===== src/rtl/ahb_led_pkg.sv =====
// Shared definitions for the AHB-Lite LED/PWM controller: register word
// offsets (HADDR[7:2]), CTRL bit positions and the latched data-phase record.
package ahb_led_pkg;

  localparam logic [5:0] IDX_CTRL  = 6'd0;
  localparam logic [5:0] IDX_OUT   = 6'd1;
  localparam logic [5:0] IDX_PWMEN = 6'd2;
  localparam logic [5:0] IDX_PRESC = 6'd3;
  localparam logic [5:0] IDX_DUTY0 = 6'd4;

  localparam int CTRL_EN    = 0;
  localparam int CTRL_BLINK = 1;

  // Address-phase information carried into the data phase
  typedef struct packed {
    logic       vld;
    logic       wr;
    logic [5:0] idx;
  } ahb_dphase_t;

endpackage


===== src/rtl/led_pwm_timebase.sv =====
// Shared PWM timebase: prescaler producing tick, PWM counter advancing on
// tick and pulsing wrap at rollover, and a blink phase toggling on each wrap.
module led_pwm_timebase #(
  parameter int PRESC_W = 16,
  parameter int PWM_W   = 8
) (
  input  logic               HCLK,
  input  logic               HRESETn,
  input  logic               en,
  input  logic [PRESC_W-1:0] presc,
  input  logic               presc_wr,
  output logic [PWM_W-1:0]   pwm_cnt,
  output logic               tick,
  output logic               wrap,
  output logic               phase
);

  logic [PRESC_W-1:0] presc_cnt;

  // tick compares against the current PRESC, so a write landing on a tick
  // cycle still lets the counter advance with the old divider
  assign tick = en & (presc_cnt == presc);
  assign wrap = tick & (&pwm_cnt);

  // Counters run only while enabled; disabling parks everything at 0
  always_ff @(posedge HCLK or negedge HRESETn) begin
    if (!HRESETn) begin
      presc_cnt <= '0;
      pwm_cnt   <= '0;
      phase     <= 1'b0;
    end else if (!en) begin
      presc_cnt <= '0;
      pwm_cnt   <= '0;
      phase     <= 1'b0;
    end else begin
      presc_cnt <= (presc_wr || tick) ? '0 : presc_cnt + 1'b1;
      if (tick) pwm_cnt <= pwm_cnt + 1'b1;
      if (wrap) phase   <= ~phase;
    end
  end

endmodule


===== src/rtl/ahblite_led_pwm.sv =====
// AHB-Lite slave LED controller: zero-wait register file, per-channel static
// or PWM drive, global enable and blink gate, registered LED outputs.
module ahblite_led_pwm
  import ahb_led_pkg::*;
#(
  parameter int N_LED   = 8,
  parameter int PWM_W   = 8,
  parameter int PRESC_W = 16
) (
  input  logic             HCLK,
  input  logic             HRESETn,
  input  logic             HSEL,
  input  logic [31:0]      HADDR,
  input  logic [1:0]       HTRANS,
  input  logic [2:0]       HSIZE,
  input  logic [3:0]       HPROT,
  input  logic             HWRITE,
  input  logic [31:0]      HWDATA,
  input  logic             HREADY,
  output logic             HREADYOUT,
  output logic [31:0]      HRDATA,
  output logic             HRESP,
  output logic [N_LED-1:0] led_out
);

  ahb_dphase_t dp;
  logic        acc;
  logic        wr_en;

  logic [1:0]                  ctrl;
  logic [N_LED-1:0]            out_r;
  logic [N_LED-1:0]            pwmen;
  logic [PRESC_W-1:0]          presc;
  logic [N_LED-1:0][PWM_W-1:0] duty;

  logic [PWM_W-1:0] pwm_cnt;
  logic             tb_tick, tb_wrap, phase;
  logic             presc_wr;
  logic             gate;
  logic [N_LED-1:0] raw;

  assign HREADYOUT = 1'b1;
  assign HRESP     = 1'b0;

  assign acc   = HSEL & HTRANS[1] & HREADY;
  assign wr_en = dp.vld & dp.wr;

  // Latch the address phase; hold it while another slave stalls the bus
  always_ff @(posedge HCLK or negedge HRESETn) begin
    if (!HRESETn)    dp <= '0;
    else if (HREADY) dp <= '{vld: acc, wr: HWRITE, idx: HADDR[7:2]};
  end

  // Control registers commit from HWDATA at the end of the write data phase
  always_ff @(posedge HCLK or negedge HRESETn) begin
    if (!HRESETn) begin
      ctrl  <= '0;
      out_r <= '0;
      pwmen <= '0;
      presc <= '0;
    end else if (wr_en) begin
      case (dp.idx)
        IDX_CTRL:  ctrl  <= HWDATA[1:0];
        IDX_OUT:   out_r <= HWDATA[N_LED-1:0];
        IDX_PWMEN: pwmen <= HWDATA[N_LED-1:0];
        IDX_PRESC: presc <= HWDATA[PRESC_W-1:0];
        default: ;
      endcase
    end
  end

  // Duty registers occupy consecutive words from IDX_DUTY0
  always_ff @(posedge HCLK or negedge HRESETn) begin
    if (!HRESETn) begin
      duty <= '0;
    end else begin
      for (int i = 0; i < N_LED; i++)
        if (wr_en && dp.idx == 6'(IDX_DUTY0 + i)) duty[i] <= HWDATA[PWM_W-1:0];
    end
  end

  // Zero-wait read mux; anything but a valid read data phase returns 0
  always_comb begin
    HRDATA = '0;
    if (dp.vld && !dp.wr) begin
      case (dp.idx)
        IDX_CTRL:  HRDATA = 32'(ctrl);
        IDX_OUT:   HRDATA = 32'(out_r);
        IDX_PWMEN: HRDATA = 32'(pwmen);
        IDX_PRESC: HRDATA = 32'(presc);
        default: begin
          for (int i = 0; i < N_LED; i++)
            if (dp.idx == 6'(IDX_DUTY0 + i)) HRDATA = 32'(duty[i]);
        end
      endcase
    end
  end

  assign presc_wr = wr_en && (dp.idx == IDX_PRESC);

  led_pwm_timebase #(
    .PRESC_W (PRESC_W),
    .PWM_W   (PWM_W)
  ) u_tb (
    .HCLK     (HCLK),
    .HRESETn  (HRESETn),
    .en       (ctrl[CTRL_EN]),
    .presc    (presc),
    .presc_wr (presc_wr),
    .pwm_cnt  (pwm_cnt),
    .tick     (tb_tick),
    .wrap     (tb_wrap),
    .phase    (phase)
  );

  for (genvar i = 0; i < N_LED; i++) begin : g_ch
    assign raw[i] = pwmen[i] ? (pwm_cnt < duty[i]) : out_r[i];
  end

  assign gate = ctrl[CTRL_EN] & (ctrl[CTRL_BLINK] ? phase : 1'b1);

  // Registered LED drive, one cycle behind counter/register state
  always_ff @(posedge HCLK or negedge HRESETn) begin
    if (!HRESETn) led_out <= '0;
    else          led_out <= {N_LED{gate}} & raw;
  end

  // Bus fields this slave does not decode
  logic unused_bits;
  assign unused_bits = ^{HSIZE, HPROT, HADDR[31:8], HADDR[1:0], HTRANS[0],
                         HWDATA, tb_tick, tb_wrap};

endmodule


===== config.mk =====
export PLATFORM = sky130hd
export DESIGN_NAME = ahblite_led_pwm
export DESIGN_NICKNAME = d
export VERILOG_FILES = /design/src/rtl/ahb_led_pkg.sv /design/src/rtl/led_pwm_timebase.sv /design/src/rtl/ahblite_led_pwm.sv
export SDC_FILE = /design/constraint.sdc
export NUM_CORES = 1
export LEC_CHECK = 0
export CAP_MARGIN = 20
export CORE_MARGIN = 1.5
export CORE_UTILIZATION = 50
export DETAILED_ROUTE_END_ITERATION = 10
export PLACE_DENSITY_LB_ADDON = 0.25
export SLEW_MARGIN = 20
export SYNTH_ARGS = -nofsm -noshare
export SYNTH_HDL_FRONTEND = slang
export SYNTH_SLANG_ARGS = --single-unit

===== constraint.sdc =====
create_clock -name HCLK -period 2.5 [get_ports HCLK]
set_input_delay 0.5 -clock HCLK [delete_from_list [all_inputs] [get_ports HCLK]]
set_output_delay 0.5 -clock HCLK [all_outputs]
set_load 0.01 [all_outputs]

# After elaboration in Yosys (flattened, before gate mapping)
# Index checks and enable logic that the tools add are counted.
# Widths: inputs -> output; s select.
# word_totals
reg_bits	139
n_memories	0
inputBits	78
rom_bits	0
latchBits	0
mem_bits_rw	0
# op_classes
muxes	25
n_lt_le_gt_ge	8
reduce_logical	18
shift	0
eq_ne	14
bitwise_logic	8
n_mul	0
n_addsub	2
n_div	0
# op_table
operator	count
$mux 32	8
$pmux 32 s4	1
$lt 8x8->1	8
$mux 16	2
$eq 6x3->1 const B	4
$eq 6x4->1 const B	4
$mux 8	3
$add 16x1->16 const B	1
$eq 16x16->1	1
$eq 6x2->1 const B	2
$mux 1	11
$logic_and 1x1->1	10
$add 8x1->8 const B	1
$and 8x8->8	1
$reduce_and 2->1	4
$reduce_and 8->1	1
$and 1x1->1	6
$eq 6x1->1 const B	1
$logic_not 6->1	1
$ne 2x1->1 const B	2
$logic_not 1->1	1
$logic_or 1x1->1	1
$not 1->1	1

# Longest topological paths before layout
# depth
word_depth	11
depth_mapped	7

# Modules after synthesis
# From an unflattened synthesis, not the netlist that was laid out.
# hier_totals
hier_cells	723
hier_area_um2	8170.3
# by_module_without_submodules
mod	n_inst	area_each_um2	cells_each
ahblite_led_pwm	1	6756.5	575
led_pwm_timebase	1	1413.9	148

# Worst setup path after synthesis
# OpenSTA, ideal clock, no wires.
# synth_timing
kind	flip-flop to output port
startpoint	reg dp[2] in the netlist's numbering
endpoint	out HRDATA[3]
setup_slack_ps	87
stages_incl_launch_ff	7
t_required_ps	2000
t_arrival_ps	1913
cell_sequence	dfrtp_1 -> or4b_4 -> buf_6 -> a221oi_1 -> a21oi_1 -> a2bb2oi_1 -> a211oi_1
# synth_between
elab_chain_len	11
# synth_rtl
item	line_no	source
from (decl)	ahblite_led_pwm.sv:26	ahb_dphase_t dp;
from (signal assigned)	ahblite_led_pwm.sv:51	else if (HREADY) dp <= '{vld: acc, wr: HWRITE, idx: HADDR[7:2]};
$eq 6x3->1	ahblite_led_pwm.sv:93	if (dp.idx == 6'(IDX_DUTY0 + i)) HRDATA = 32'(duty[i]);
$mux 8	ahblite_led_pwm.sv:93	
$mux 32 (7 in a row)	ahblite_led_pwm.sv:93	
$pmux 32 s4 (*)	ahblite_led_pwm.sv:86	case (dp.idx)
$mux 32 (*)	ahblite_led_pwm.sv:85	if (dp.vld && !dp.wr) begin
to (decl)	ahblite_led_pwm.sv:21	output logic [31:0] HRDATA,
# Mark *: on every way between the ends. The rest lies on a longest branch, timed or not.

# Final worst setup path
# layout_timing
startpoint	reg dp[5] in the netlist's numbering
endpoint	out HRDATA[7]
# Same word-level chain as after synthesis.

==> flow_metrics.env <==
export IMPL_cp_end_kind="output pin"
export IMPL_drt_total_wl_um=22700
export IMPL_nFillCells=1276
export IMPL_ys_seq_area_frac=0.434
export IMPL_worstSetupStartpointType="register"
export IMPL_numCtsBuffers=17
export IMPL_setup_viol=16
export IMPL_startpoint="dp[5]"
export IMPL_postLayoutCellArea_um2=10000
export IMPL_syn_inst=765
export IMPL_arrival_ns=2.42
export IMPL_layout_commonest_cell="dfrtp_1"
export IMPL_yosysUniqueCellTypes=52
export IMPL_async_flop_share=1.00
export IMPL_drtAntennaViolNets=0
export IMPL_cp_max_fo=6
export IMPL_fin_nets=1010
export IMPL_violations="setup timing"
export IMPL_ys_flop_type="dfrtp_1"
export IMPL_coreArea_um2=15800
export IMPL_slew_limit_headroom=0.543
export IMPL_die_w_um=130
export IMPL_detail_route_wl_per_cell_um=20.6
export IMPL_dp_hpwl_um=16000
export IMPL_insertedDiodeCount=0
export IMPL_hp_class="in -> async"
export IMPL_hold_viol_final=0
export IMPL_fin_ws_ns=-0.416
export IMPL_clkLatencyLatePin_ns=0.43
export IMPL_drc_errors=0
export IMPL_synth_edf_count=0
export IMPL_grt_pass1_vias=6532
export IMPL_critPathKind="reg -> out"
export IMPL_fin_crit_sh=1.17
export IMPL_firstDrtPassIters=4
export IMPL_path_cells="or4b_4 > buf_6 > a221oi_4 > a21oi_2 > a2bb2oi_2 > a211oi_2 > buf_2"
export IMPL_grt_pass1_wl_um=35400
export IMPL_layout_common_cells="137 x dfrtp_1, 71 x mux2_2, 61 x inv_1, 58 x ha_1, 53 x buf_4"
export IMPL_place_area_um2=9100
export IMPL_clkSlewWorstSetupHoldPaths_ns=0.06
export IMPL_num_vias=6437
export IMPL_cts_buffer_depth=2
export IMPL_ctsHoldBuffers=0
export IMPL_gp_congestion=0.915
export IMPL_tritoncts="built"
export IMPL_start_util=0.508
export IMPL_vdd_drop_max_uv=536
export IMPL_regToRegStartpoint="dp[2]"
export IMPL_pre_cts_ws_ns=-0.427
export IMPL_dr_first_iter_drc_count=458
export IMPL_io_pins=120
export IMPL_grt_setup_unrepaired="true"
export IMPL_mappedNetlistArea_um2=8020
export IMPL_period_minus_slack_ns=2.92
export IMPL_stdcell_count=1103
export IMPL_status="complete, but fails checks"
export IMPL_io_buffer_count=51
export IMPL_powerDensity_nw_per_um2=682
export IMPL_critPathMaxStageDelay_ns=0.61
export IMPL_grt_use_total=0.284
export IMPL_dp_cells=1061
export IMPL_antenna_found_initial=0
export IMPL_avgSynthCellArea_um2=10.5
export IMPL_ys_seq_elements=139
export IMPL_root_buffer="clkbuf_16"
export IMPL_required_ns=2.00
export IMPL_cap_violations=0
export IMPL_dieArea_um2=16800
export IMPL_clock_sinks=139
export IMPL_drive_gt1_frac=0.273
export IMPL_viasPerCell=5.84
export IMPL_leakage_nw=5.03
export IMPL_drv_slew=0
export IMPL_num_rows=46
export IMPL_die_y_um=130
export IMPL_syn2layout_area_growth_pct=24.8
export IMPL_slowest_stage="or4b_4"
export IMPL_synth_warnings=0
export IMPL_grt_ovfl_total=0
export IMPL_grt_max_degree=52
export IMPL_finClkSkew_ns=0.0114
export IMPL_total_power_w=0.00682
export IMPL_h_tree_depth=4
export IMPL_max_clock_freq_mhz=343
export IMPL_tightest_slew_ns=0.686
-- metrics by stage --
step	util	TNS (ns)	hold WS [ns]
2_1_floorplan	-	0	0.204
3_3_place_gp	0.577	-5.01	0.474
3_5_place_dp	0.577	-5.27	0.482
4_1_cts	0.622	-4.93	0.0201
5_1_grt	0.634	-5.53	0.0401
6_report	0.634	-4.49	0.0121
-- synthesized netlist by cell type (7+ instances only) --
cell,n,share of area
dfrtp_1,139,0.43
mux2_2,71,0.10
inv_1,61,0.029
ha_1,58,0.091
nand2_1,53,0.025
o21ai_0,49,0.031
a21oi_1,31,0.019
nor2_1,30,0.014
a21o_1,25,0.023
xor2_1,25,0.027
nand2b_1,20,0.016
buf_4,19,0.018
and3_1,14,0.011
a211oi_1,13,0.012
clkbuf_1,13,0.0061
buf_2,11,0.0069
nand3_1,11,0.0069
mux4_2,9,0.025
and2_1,8,0.0062
o211ai_1,8,0.0075
o221ai_1,8,0.0087
a221oi_1,7,0.0076
a22oi_1,7,0.0066
-- worst paths after layout --
kind	to	slack [ns]	cells after the start
max in group asynchronous	led_out[1]	1.86	2
max reg2reg	u_tb.presc_cnt[13]	0.20	7
min in group HCLK	duty[33]	0.51	1
max	HRDATA[7]	-0.42	7
min reg2reg	duty[33]	0.51	1
min	duty[45]	0.01	1
-- area by class of cell --
type                    instances  area (um2)  share of cell area
multi-input cells             531        4330               0.433
flip-flops and latches        139        3480               0.348
repair buffers                122        1080               0.108
clock buffers                  21         460              0.0460
well taps                     216         270              0.0270
inverters                      63         236              0.0236
clock inverters                11         144              0.0144
-- kinds of logic (layout without fill, tap and decap cells) --
kind of cell    count (synthesis)  in the layout  share of synthesized area
fa+ha+maj                      58             58                     0.0905
buf+inv                       111            217                     0.0645
simple gates                  175            175                      0.114
flops                         139            139                      0.434
compound gates                165            165                      0.132
mux                            84             84                      0.130
other cells                     2             18                   0.000937
xor+xnor                       31             31                     0.0339
-- flip-flops by register name, summed over array words and instances (netlist names) --
signal and cells:
ctrl 2, u_tb.phase 1, led_out 8, presc 16
out_r 8, duty 64, u_tb.presc_cnt 16, pwmen 8
dp 8, u_tb.pwm_cnt 8
-- critical path, delay by kind of cell (launching register included) --
| kind | cells | cell delay, ns |
|---|---|---|
| and+or+nand+nor | 1 | 0.61 |
| AOI/OAI and AO/OA | 4 | 0.65 |
| DFF | 1 | 0.40 |
| buffers and inverters | 2 | 0.32 |
-- where the power goes --
part,switching (W),internal (W),total (W)
Clock,0.000985,0.00162,0.00260
Combinational,0.000805,0.000666,0.00147
Sequential,0.000267,0.00249,0.00275
Total,0.00206,0.00477,0.00682
-- per-layer routing --
| layer | vias up | track usage | wire [um] |
|---|---|---|---|
| met2 | 249 | 0.466 | 11100 |
| met1 | 3196 | 0.356 | 9280 |
| met5 | - | 0 | 0 |
| met3 | 75 | 0.0611 | 1450 |
| met4 | 0 | 0.141 | 914 |
| li1 | 2917 | - | - |
-- repair_timing --
action | CTS | global route
resized for setup | 95 | 31
gates cloned | 0 | 0
setup endpoints to repair | 16 | 16
pin swaps | 17 | 6
setup buffers | 5 | 6
No activity file was read; power rests on OpenSTA's default activity.
